## src/rtl/anim_pkg.sv

```systemverilog
// -----------------------------------------------------------------------------
// anim_pkg
// Shared definitions for the LCD face animation path: panel geometry,
// animation timing, expression codes and the scheduler state encoding.
// Imported by expression_scheduler, frame_start_detect, the pixel mux and the
// LCD top so every block agrees on the same constants.
// -----------------------------------------------------------------------------
package anim_pkg;

  // Panel geometry (pixels)
  localparam int LCD_W             = 132;
  localparam int LCD_H             = 162;

  // Animation timing (frames)
  localparam int HOLD_FRAMES       = 8;
  localparam int NUM_STEPS         = 4;
  localparam int IDLE_BLINK_FRAMES = 120;

  // Counter widths: $clog2 of the limit, never narrower than one bit
  localparam int HOLD_W = (HOLD_FRAMES > 1) ? $clog2(HOLD_FRAMES) : 1;
  localparam int IDLE_W = (IDLE_BLINK_FRAMES > 1) ? $clog2(IDLE_BLINK_FRAMES) : 1;

  // Expression source codes driven onto the pixel mux select
  typedef enum logic [1:0] {
    EXPR_IDLE  = 2'd0,
    EXPR_SMILE = 2'd1,
    EXPR_BLINK = 2'd2,
    EXPR_SLEEP = 2'd3
  } expr_e;

  // Scheduler states
  typedef enum logic [1:0] {
    S_IDLE   = 2'd0,
    S_ARM    = 2'd1,
    S_PLAY   = 2'd2,
    S_RETURN = 2'd3
  } state_e;

endpackage

```

## src/rtl/frame_start_detect.sv

```systemverilog
// -----------------------------------------------------------------------------
// frame_start_detect
// Watches the LCD driver fetch address and flags the start of each frame: the
// address is (0,0) now and was not (0,0) on the previous cycle, so a dwell at
// the origin yields a single event. Events are suppressed while i_go is low.
//
// Ports
//   clk, rst_n     : clock, asynchronous active-low reset
//   i_go           : run enable; 0 suppresses frame events
//   i_pix_x/i_pix_y: current fetch column / row
//   o_frame_start  : combinational frame-start condition (for same-edge updates
//                    in frame-synchronous logic)
//   o_frame_tick   : registered one-cycle pulse, the cycle after (0,0) is seen
// -----------------------------------------------------------------------------
module frame_start_detect
  import anim_pkg::*;
(
  input  logic       clk,
  input  logic       rst_n,
  input  logic       i_go,
  input  logic [7:0] i_pix_x,
  input  logic [7:0] i_pix_y,
  output logic       o_frame_start,
  output logic       o_frame_tick
);

  logic w_at_origin;
  logic r_prev_origin;
  logic r_frame_tick;

  assign w_at_origin   = (i_pix_x == 8'd0) && (i_pix_y == 8'd0);
  assign o_frame_start = w_at_origin && !r_prev_origin && i_go;
  assign o_frame_tick  = r_frame_tick;

  // Previous-address tracker and registered frame tick. The tracker resets to
  // "at origin" so the first (0,0) after reset is not taken as a frame start.
  always_ff @(posedge clk or negedge rst_n) begin
    if (!rst_n) begin
      r_prev_origin <= 1'b1;
      r_frame_tick  <= 1'b0;
    end else begin
      r_prev_origin <= w_at_origin;
      r_frame_tick  <= o_frame_start;
    end
  end

endmodule

```

## src/rtl/expression_scheduler.sv

```systemverilog
// -----------------------------------------------------------------------------
// expression_scheduler
// Sequences the LCD face animation. Accepts expression requests on a
// valid/ready handshake and switches the pixel-mux source only at frame
// starts, so a frame never mixes two expressions. With no request for
// IDLE_BLINK_FRAMES frames it plays an automatic BLINK.
//
// Ports
//   clk, rst_n          : clock, asynchronous active-low reset
//   i_go                : run enable; 0 freezes all frame-driven progress
//   i_req_valid         : request valid (held by requester until accepted)
//   i_req_expr          : requested expression code (expr_e)
//   o_req_ready         : ready, high only in S_IDLE (state decode)
//   i_pix_x, i_pix_y    : LCD fetch address
//   o_src_sel           : expression source for the pixel mux
//   o_frame_idx         : animation step within the selected expression
//   o_frame_tick        : one-cycle pulse per frame start
//   o_busy              : high in any state other than S_IDLE
//   o_done              : one-cycle pulse when an animation completes
// -----------------------------------------------------------------------------
module expression_scheduler
  import anim_pkg::*;
(
  input  logic       clk,
  input  logic       rst_n,
  input  logic       i_go,
  input  logic       i_req_valid,
  input  logic [1:0] i_req_expr,
  output logic       o_req_ready,
  input  logic [7:0] i_pix_x,
  input  logic [7:0] i_pix_y,
  output logic [1:0] o_src_sel,
  output logic [3:0] o_frame_idx,
  output logic       o_frame_tick,
  output logic       o_busy,
  output logic       o_done
);

  localparam logic [HOLD_W-1:0] HOLD_LAST = HOLD_W'(HOLD_FRAMES - 1);
  localparam logic [IDLE_W-1:0] IDLE_LAST = IDLE_W'(IDLE_BLINK_FRAMES - 1);
  localparam logic [3:0]        STEP_LAST = 4'(NUM_STEPS - 1);

  logic              w_frame_start;
  logic              w_handshake;

  state_e            r_state;
  expr_e             r_expr;
  logic [IDLE_W-1:0] r_idle_cnt;
  logic [HOLD_W-1:0] r_hold_cnt;
  logic [1:0]        r_src_sel;
  logic [3:0]        r_frame_idx;
  logic              r_busy;
  logic              r_done;

  frame_start_detect u_frame_start_detect (
    .clk           (clk),
    .rst_n         (rst_n),
    .i_go          (i_go),
    .i_pix_x       (i_pix_x),
    .i_pix_y       (i_pix_y),
    .o_frame_start (w_frame_start),
    .o_frame_tick  (o_frame_tick)
  );

  assign o_req_ready = (r_state == S_IDLE);
  assign w_handshake = i_req_valid && o_req_ready;

  assign o_src_sel   = r_src_sel;
  assign o_frame_idx = r_frame_idx;
  assign o_busy      = r_busy;
  assign o_done      = r_done;

  // Scheduler FSM with registered outputs. All progress is keyed on the
  // combinational frame-start so src_sel/frame_idx move on the same edge that
  // raises frame_tick, ahead of the first fetch of the new frame.
  always_ff @(posedge clk or negedge rst_n) begin
    if (!rst_n) begin
      r_state     <= S_IDLE;
      r_expr      <= EXPR_IDLE;
      r_idle_cnt  <= '0;
      r_hold_cnt  <= '0;
      r_src_sel   <= 2'd0;
      r_frame_idx <= 4'd0;
      r_busy      <= 1'b0;
      r_done      <= 1'b0;
    end else begin
      r_done <= 1'b0;
      case (r_state)
        S_IDLE: begin
          // A non-idle request pre-empts an idle blink due on the same edge
          if (w_handshake && (i_req_expr != EXPR_IDLE)) begin
            r_expr     <= expr_e'(i_req_expr);
            r_idle_cnt <= '0;
            r_state    <= S_ARM;
            r_busy     <= 1'b1;
          end else if (w_frame_start) begin
            if (r_idle_cnt == IDLE_LAST) begin
              r_expr     <= EXPR_BLINK;
              r_idle_cnt <= '0;
              r_state    <= S_ARM;
              r_busy     <= 1'b1;
            end else begin
              r_idle_cnt <= r_idle_cnt + IDLE_W'(1);
            end
          end
        end
        S_ARM: begin
          if (w_frame_start) begin
            r_src_sel   <= r_expr;
            r_frame_idx <= 4'd0;
            r_hold_cnt  <= '0;
            r_state     <= S_PLAY;
          end
        end
        S_PLAY: begin
          if (w_frame_start) begin
            if (r_hold_cnt == HOLD_LAST) begin
              r_hold_cnt <= '0;
              if (r_frame_idx < STEP_LAST) begin
                r_frame_idx <= r_frame_idx + 4'd1;
              end else begin
                r_state <= S_RETURN;
              end
            end else begin
              r_hold_cnt <= r_hold_cnt + HOLD_W'(1);
            end
          end
        end
        S_RETURN: begin
          if (w_frame_start) begin
            r_src_sel   <= 2'd0;
            r_frame_idx <= 4'd0;
            r_idle_cnt  <= '0;
            r_done      <= 1'b1;
            r_busy      <= 1'b0;
            r_state     <= S_IDLE;
          end
        end
        default: begin
          r_state     <= S_IDLE;
          r_src_sel   <= 2'd0;
          r_frame_idx <= 4'd0;
          r_busy      <= 1'b0;
        end
      endcase
    end
  end

endmodule

```

## config.mk

```make
export PLATFORM = sky130hd
export DESIGN_NAME = expression_scheduler
export DESIGN_NICKNAME = d
export VERILOG_FILES = /design/src/rtl/anim_pkg.sv /design/src/rtl/frame_start_detect.sv /design/src/rtl/expression_scheduler.sv
export SDC_FILE = /design/constraint.sdc
export NUM_CORES = 1
export LEC_CHECK = 0
export CORE_UTILIZATION = 46
export CTS_CLUSTER_DIAMETER = 100
export DETAILED_ROUTE_END_ITERATION = 16
export PLACE_DENSITY = 0.77
export SYNTH_ARGS = -nofsm -noshare
export SYNTH_HDL_FRONTEND = slang
export SYNTH_SLANG_ARGS = --single-unit
```

## constraint.sdc

```tcl
create_clock -name clk -period 2.1 [get_ports clk]
set_input_delay 0.315 -clock clk [delete_from_list [all_inputs] [get_ports clk]]
set_output_delay 0.315 -clock clk [all_outputs]
set_load 0.005 [all_outputs]
```

==> summary.md, run 1 <==
| Metric | Value |
|---|---|
| Number of synthesis warnings | 0 |
| Max Root-Sink Buffers | 2 |
| Placeable core region | 2781 µm² |
| Post-Route WL | 3484 µm |
| Sequential cell area fraction in the yosys report | 0.4454 |
| Pin slew with the least headroom to its limit | 0.5059 ns |
| Worst-case vdd ir drop | 626.6 µV |
| Skew final | roughly 0.0043 ns |
| Clock Latency Late Sink | 0.31 ns |
| Combinational fraction of design power | 0.463 |
| Outcome | completed |
| Highest attainable clock frequency | 511.8 MHz |
| Port-buffer cells | 31 |
| Design Power | between 0.001 and 0.0015 W |
| Worst setup margin | 0.1462 ns |
| Library cell used as clock root buffer | sky130_fd_sc_hd__clkbuf_4 |
| Seq pwr share | 0.371 |
| Count of inserted antenna diode cells | 0 |
| Initial standard-cell utilization of the core | 0.4858 |
| Setup crit end kind | output pin |
| Number of DRC markers after the initial detailed-route iteration | 48 |
| Number of standard cells in the layout, taps in and fillers out | 212 |
| Antenna viol nets, final | 0 |
| Drt first pass iters | 4 |
| Die boundary width | 56.20 µm |
| Dpl ws | -0.1917 ns |
| Routed wirelength normalized by instance count | 16.43 µm |
| Largest net degree at the start of global routing | 15 |
| RePlAce Congestion | 0.8868 |
| Post-synth EDFFs | 0 |
| Worst slew margin | 0.6617 |
| Count of pins over their slew limit | 0 |
| Internal power summed over all cells | 0.0009081 W |
| Total of max-cap violations | 0 |
| Mean cell area of the mapped netlist | 9.936 µm² |
| Total of endpoints with negative setup slack in the final report | 0 |
| Number of buffers added for setup after CTS | 0 |
| FILL cells | 221 |
| Final min period | approximately 2 ns |
| Critical path class | reg -> out |
| Clock tree from TritonCTS | yes |
| Share of the clock period used by the worst path after layout | 0.9304 |
| DRC violations left | 0 |
| Area of the die | about 3200 µm² |
| Post-synthesis cell area | 1351 µm² |
| Global routing usage summed across all routing layers | 0.2348 |
| Final Util | 0.6617 |
| Fraction of layout cells with a size suffix above 1 | 0.1547 |
| Worst-path fanout max | 8 |
| Multi-input combinational cell area | 728.2 µm² |
| Overall overflow remaining after global route | 0 |
| Site row count | 19 |
| Wire length of the first global-routing pass | 5768 µm |
| Final net count | 213 |
| Count of placed standard cells including taps | between 200 and 250 |
| Static leakage | 0.8174 nW |
| Initial antenna violation count | 0 |
| Asr flop ratio synth | 1.000 |
| Required time reported for the critical path endpoint | approximately 1.8 ns |
| Total half-perimeter wirelength after legalization and detailed placement | approximately 2600 µm |
| Clock power share | 0.166 |
| Vert. Die Dim | 56.20 µm |
| Hold Violations, Final | 0 |
| WHS | 0.3194 ns |
| Number of buffers added by the clock tree synthesis step | 3 |
| Sw Pwr | ~0.00054 W |
| Worst hold-check path type | in -> async |
| Clock-pin slew on the worst setup and hold paths | roughly 0.13 ns |
| Total vias in the final route | 1322 |
| Top_reg_cell synth | sky130_fd_sc_hd__dfrtp_1 |
| Mapped Nets | 167 |
| Top Ports | 32 |
| Sequential cell area | 601.8 µm² |
| Critical Path Source Type | register |
| Register bit count reported by yosys | 24 |
| H-tree depth | 1 |
| Number of global-route vias before repair | 1311 |
| Area added between synthesis and finish | 36.20% |
| Worst EP arrival | about 1.6 ns |
| Sinks on Clock Net | 24 |
| Per-cell via count in the routed design | 6.236 |
| Sw frac | 0.3749 |
| Count of distinct cell types in the synthesized netlist | 44 |
| Total power per unit cell area | 789.3 nW/µm² |
| Post-Syn Instances | roughly 140 |
## metrics by stage
stage / instance area [µm²] / setup TNS [ns]
after floorplan: 1351 / 0
after global placement: 1779 / -0.1290
after detailed placement: 1779 / -0.4434
after CTS: 1818 / 0
after global routing: 1841 / -0.01005
final: 1841 / 0
## critical path, stage by stage, from the launching register on
cell	delay (ns)
sky130_fd_sc_hd__dfrtp_1	0.43
sky130_fd_sc_hd__inv_1	0.15
sky130_fd_sc_hd__ha_4	0.22
sky130_fd_sc_hd__clkdlybuf4s50_1	0.52
## final cells by class
cell class                      count  area share
Tap cell                           31     0.02107
Sequential cell                    24      0.3270
Inverter                            7     0.01496
Clock buffer                        4     0.01971
Timing Repair Buffer               44      0.2216
Multi-Input combinational cell    102      0.3956
## layout by cell type (no fill, tap or decap), types with 2 or more instances in the layout
| cell | netlist | final |
|---|---|---|
| sky130_fd_sc_hd__o21ai_0 | 12 | 12 |
| sky130_fd_sc_hd__and3_1 | 2 | 2 |
| sky130_fd_sc_hd__a32o_1 | 3 | 3 |
| sky130_fd_sc_hd__ha_1 | 9 | 8 |
| sky130_fd_sc_hd__and2_1 | 2 | 2 |
| sky130_fd_sc_hd__a31oi_1 | 3 | 3 |
| sky130_fd_sc_hd__nand3_1 | 6 | 6 |
| sky130_fd_sc_hd__nor3_1 | 3 | 3 |
| sky130_fd_sc_hd__nor4_1 | 5 | 3 |
| sky130_fd_sc_hd__nor2_1 | 8 | 8 |
| sky130_fd_sc_hd__clkdlybuf4s50_1 | 0 | 31 |
| sky130_fd_sc_hd__clkbuf_4 | 0 | 3 |
| sky130_fd_sc_hd__nand2b_1 | 2 | 2 |
| sky130_fd_sc_hd__nor4_2 | 1 | 3 |
| sky130_fd_sc_hd__a21oi_1 | 5 | 5 |
| sky130_fd_sc_hd__buf_4 | 0 | 13 |
| sky130_fd_sc_hd__inv_1 | 6 | 6 |
| sky130_fd_sc_hd__o31ai_1 | 4 | 4 |
| sky130_fd_sc_hd__nor2b_1 | 3 | 3 |
| sky130_fd_sc_hd__nand2_1 | 8 | 8 |
| sky130_fd_sc_hd__nand4_1 | 3 | 3 |
| sky130_fd_sc_hd__dfrtp_1 | 23 | 23 |
| sky130_fd_sc_hd__o22ai_1 | 2 | 2 |
| sky130_fd_sc_hd__or3_1 | 2 | 2 |
## layer usage
metal / track usage / vias up / routed length, µm
met5: 0 / - / 0
met4: 0.1220 / 0 / 131
met3: 0.05581 / 18 / 196
met2: 0.4014 / 54 / 1800
met1: 0.2718 / 640 / 1356
li1: - / 610 / -
## Yosys cell counts, types with 2 or more instances
| cell | count | area (µm²) |
|---|---|---|
| sky130_fd_sc_hd__nand4_1 | 3 | 18.77 |
| sky130_fd_sc_hd__clkbuf_1 | 2 | 7.510 |
| sky130_fd_sc_hd__a31oi_1 | 3 | 18.77 |
| sky130_fd_sc_hd__nor4_1 | 5 | 31.28 |
| sky130_fd_sc_hd__nor3_1 | 3 | 15.01 |
| sky130_fd_sc_hd__o31ai_1 | 4 | 30.03 |
| sky130_fd_sc_hd__or3_1 | 2 | 12.51 |
| sky130_fd_sc_hd__and2_1 | 2 | 12.51 |
| sky130_fd_sc_hd__o21ai_0 | 12 | 60.06 |
| sky130_fd_sc_hd__dfrtp_1 | 23 | 575.6 |
| sky130_fd_sc_hd__nand2_1 | 8 | 30.03 |
| sky130_fd_sc_hd__inv_1 | 6 | 22.52 |
| sky130_fd_sc_hd__nand3_1 | 6 | 30.03 |
| sky130_fd_sc_hd__o22ai_1 | 2 | 12.51 |
| sky130_fd_sc_hd__ha_1 | 9 | 112.6 |
| sky130_fd_sc_hd__nor2_1 | 8 | 30.03 |
| sky130_fd_sc_hd__a21oi_1 | 5 | 25.02 |
| sky130_fd_sc_hd__nor2b_1 | 3 | 18.77 |
| sky130_fd_sc_hd__a32o_1 | 3 | 30.03 |
| sky130_fd_sc_hd__nand2b_1 | 2 | 12.51 |
| sky130_fd_sc_hd__and3_1 | 2 | 12.51 |
## worst paths after layout
check / start / to / slack (ns) / cells after the start
worst max-delay path: r_state[0] / o_req_ready / 0.15 / 3
worst min-delay path: rst_n / r_idle_cnt[6] / 0.32 / 1
worst max register to register: r_state[0] / r_state[1] / 0.16 / 6
worst min register to register: r_hold_cnt[2] / r_hold_cnt[2] / 0.52 / 1
max in group asynchronous: rst_n / r_expr[1] / 1.20 / 2
min in group clk: r_hold_cnt[2] / r_hold_cnt[2] / 0.52 / 1
## sequential cells by signal, indices dropped and copies added, names as in the netlist, 2 cells and up
signal and flops:
r_expr 2, r_state 2, o_src_sel 2, o_frame_idx 4
r_hold_cnt 3, r_idle_cnt 7
## power groups by stage
stage	registers, W	clock network, W	logic [W]
finish	0.000540	0.000241	0.000672
CTS	0.000538	0.000246	0.000646
detailed placement	0.000548	0	0.000628
global route	0.000545	0.000254	0.000751
global placement	0.000543	0	0.000593
floorplan	0.000538	0	0.000397
## kinds of logic (layout without fill, tap and decap cells)
group,count (synthesis),in the layout,synth area share
buffers and inverters,10,55,0.03426
adder cells (fa/ha/maj),9,9,0.08333
AND/OR/NAND/NOR,50,50,0.2083
XOR/XNOR,1,1,0.006483
multiplexers,1,1,0.008333
flip-flops,24,24,0.4454
AO/OA/AOI/OAI,41,41,0.2139
## timing repair
action | 4_1_cts | 5_1_grt
hold buffers | 0 | 0
resized for setup | 1 | 3
setup endpoints to repair | 1 | 2
gates cloned | 0 | 0
pin swaps | 0 | 1
hold endpoints to repair | 0 | 0
Power figures use the tool's default switching activity.
==> run 2, diff against run 1 <==
CORE_MARGIN = 2   (was not set)
==> summary.md, run 2 (same netlist as run 1, synthesis figures left out) <==
| Metric | Value |
|---|---|
| Area added between synthesis and finish | 36.48% |
| Final net count | 213 (unchanged) |
| Most flop-heavy register | r_idle_cnt |
| RePlAce Congestion | 0.8625 (-2.7%) |
| Worst hold-check path type | in -> async |
| H-tree depth | 1 (unchanged) |
| Top Ports | 32 (unchanged) |
| Clock-pin slew on the worst setup and hold paths | 0.13 ns (about the same) |
| FILL cells | 222 (+0.45%) |
| Cell area after layout | 1844 µm² (+0.20%) |
| Critical path class | reg -> reg |
| Vert. Die Dim | 58.20 µm (+3.6%) |
| Count of placed standard cells including taps | 208 (unchanged) |
| Wire length of the first global-routing pass | 5865 µm (+1.7%) |
| Total half-perimeter wirelength after legalization and detailed placement | 2673 µm (+1.6%) |
| Count of inserted antenna diode cells | 0 (unchanged) |
| Setup repair after global routing missed its margin | no |
| Fraction of layout cells with a size suffix above 1 | 0.1436 (-0.01105) |
| Post-Route WL | 3419 µm (-1.9%) |
| DRC violations left | 0 (unchanged) |
| Reg2Reg Capture Point | r_state[1] |
| Hold Violations, Final | 0 (unchanged) |
| Worst-case vdd ir drop | 845.7 µV (+35%) |
| Max Root-Sink Buffers | 2 (unchanged) |
| Routed wirelength normalized by instance count | 16.13 µm (-1.9%) |
| Required time reported for the critical path endpoint | 2.31 ns (+0.53 ns) |
| Setup crit end kind | register |
| Skew final | 0.003088 ns (-0.001165 ns) |
| Initial antenna violation count | 0 (unchanged) |
| Drt first pass iters | 4 (unchanged) |
| Number of cells on the worst reg-to-reg path | 6 (unchanged) |
| Clock tree from TritonCTS | yes |
| Post-route setup TNS | 0 ns (unchanged) |
| Sinks on Clock Net | 24 (unchanged) |
| Multi-input combinational cell area | 715.7 µm² (-1.7%) |
| Worst setup slack for register-to-register paths | 0.11 ns (-0.05 ns) |
| Number of gates resized after CTS | 1 (unchanged) |
| Clock Latency Late Sink | 0.31 ns (about the same) |
| Final min period | 1.987 ns (+0.03332 ns) |
| Total of endpoints with negative setup slack in the final report | 0 (unchanged) |
| Worst-path fanout max | 4 (-4) |
| Overall overflow remaining after global route | 0 (unchanged) |
| Port-buffer cells | 31 (unchanged) |
| Global routing usage summed across all routing layers | 0.2238 (-0.01104) |
| Total of max-cap violations | 0 (unchanged) |
| Crit path launch | r_state[0] |
| Number of buffers added by the clock tree synthesis step | 3 (unchanged) |
| Pin slew with the least headroom to its limit | 0.4665 ns (-0.03935 ns) |
| Final Util | 0.6631 (+0.001350) |
| Most used cells in the layout excluding fill and tap cells | 31 x sky130_fd_sc_hd__clkdlybuf4s50_1, 23 x sky130_fd_sc_hd__dfrtp_1, 13 x sky130_fd_sc_hd__buf_4, 12 x sky130_fd_sc_hd__o21ai_0 |
| Largest net degree at the start of global routing | 16 (+1) |
| Total of hold buffers inserted after clock tree synthesis | 0 (unchanged) |
| Number of standard cells in the layout, taps in and fillers out | 212 (unchanged) |
| Die boundary width | 58.20 µm (+3.6%) |
| Total vias in the final route | 1242 (-6.1%) |
| Static leakage | 0.8234 nW (+0.74%) |
| Count of pins over their slew limit | 0 (unchanged) |
| WHS | 0.3051 ns (-0.01434 ns) |
| Placeable core region | 2781 µm² (unchanged) |
| Share of the clock period used by the worst path after layout | 0.9462 (+0.01587) |
| Area after detailed placement | 1779 µm² (unchanged) |
| Antenna viol nets, final | 0 (unchanged) |
| Library cell used as clock root buffer | sky130_fd_sc_hd__clkbuf_4 |
| Worst EP arrival | 2.20 ns (+0.56 ns) |
| Per-cell via count in the routed design | 5.858 (-6.1%) |
| Number of global-route vias before repair | 1289 (-1.7%) |
| Critical Path Source Type | register |
| Worst reg2reg path startpoint | r_state[0] |
| Site row count | 19 (unchanged) |
| Number of buffers added for setup after CTS | 0 (unchanged) |
| Leading cell type in the layout, fill and taps excluded | sky130_fd_sc_hd__clkdlybuf4s50_1 |
| Largest register FFs | 7 (unchanged) |
| Sequential cell area | 601.8 µm² (unchanged) |
| Area of the die | 3387 µm² (+7.2%) |
| Highest attainable clock frequency | 503.2 MHz (-1.7%) |
| Initial standard-cell utilization of the core | 0.4858 (unchanged) |
| Total power per unit cell area | 833.0 nW/µm² (+5.5%) |
| Worst slew margin | 0.6880 (+0.02631) |
| Number of DRC markers after the initial detailed-route iteration | 35 (-27%) |
| Outcome | completed |
## run 2: changes by cell type in the layout (fill, tap and decap cells not counted), sizes merged
cell and change:
clkbuf -1, bufinv +1
## run 2: stage by stage
| step | power (W) | setup WS [ns] |
|---|---|---|
| after floorplan | 0.0009357 | 0.2477 |
| after global placement | 0.001136 | -0.1311 |
| after global routing | 0.001640 | 0.002479 |
| final | 0.001536 | 0.1129 |
| after detailed placement | 0.001182 | -0.1889 |
| after CTS | 0.001526 | 0.06267 |
## run 2: worst max-delay path, cell delays in order, from the launching register on
cell and delay, ns:
sky130_fd_sc_hd__dfrtp_1 0.42, sky130_fd_sc_hd__inv_1 0.12, sky130_fd_sc_hd__ha_1 0.25, sky130_fd_sc_hd__or3_1 0.38, sky130_fd_sc_hd__o32a_2 0.20, sky130_fd_sc_hd__a21oi_2 0.17, sky130_fd_sc_hd__mux2_2 0.35
## run 2: power breakdown
part           switching (W)  internal [W]  total [W]
Sequential         0.0000336      0.000504   0.000538
Combinational       0.000373      0.000295   0.000669
Clock               0.000137      0.000193   0.000330
Total               0.000544      0.000993    0.00154
## run 2: worst max path at each step
stage / cells past startpoint / slack, ns / to
2_1_floorplan: 6 / 0.25 / r_state[1]
3_3_place_gp: 6 / -0.13 / r_state[1]
3_5_place_dp: 6 / -0.19 / r_state[1]
4_1_cts: 3 / 0.06 / o_req_ready
5_1_grt: 6 / 0.002 / r_state[1]
6_report: 6 / 0.11 / r_state[1]
## run 2: final cells by class
class,count,area share
inverter,7,0.01493
sequential,24,0.3263
clock inverter,1,0.01628
clock buffer,3,0.01221
multi-input combinational,102,0.3881
timing repair buffer,44,0.2212
tap,31,0.02103
## run 2: per-layer routing
layer | vias up | wire length, µm | global-route usage
met1 | 596 | 1423 | 0.2876
met2 | 33 | 1809 | 0.3896
met5 | - | 0 | 0
met3 | 6 | 154 | 0.04911
met4 | 0 | 31 | 0.04319
li1 | 607 | - | -
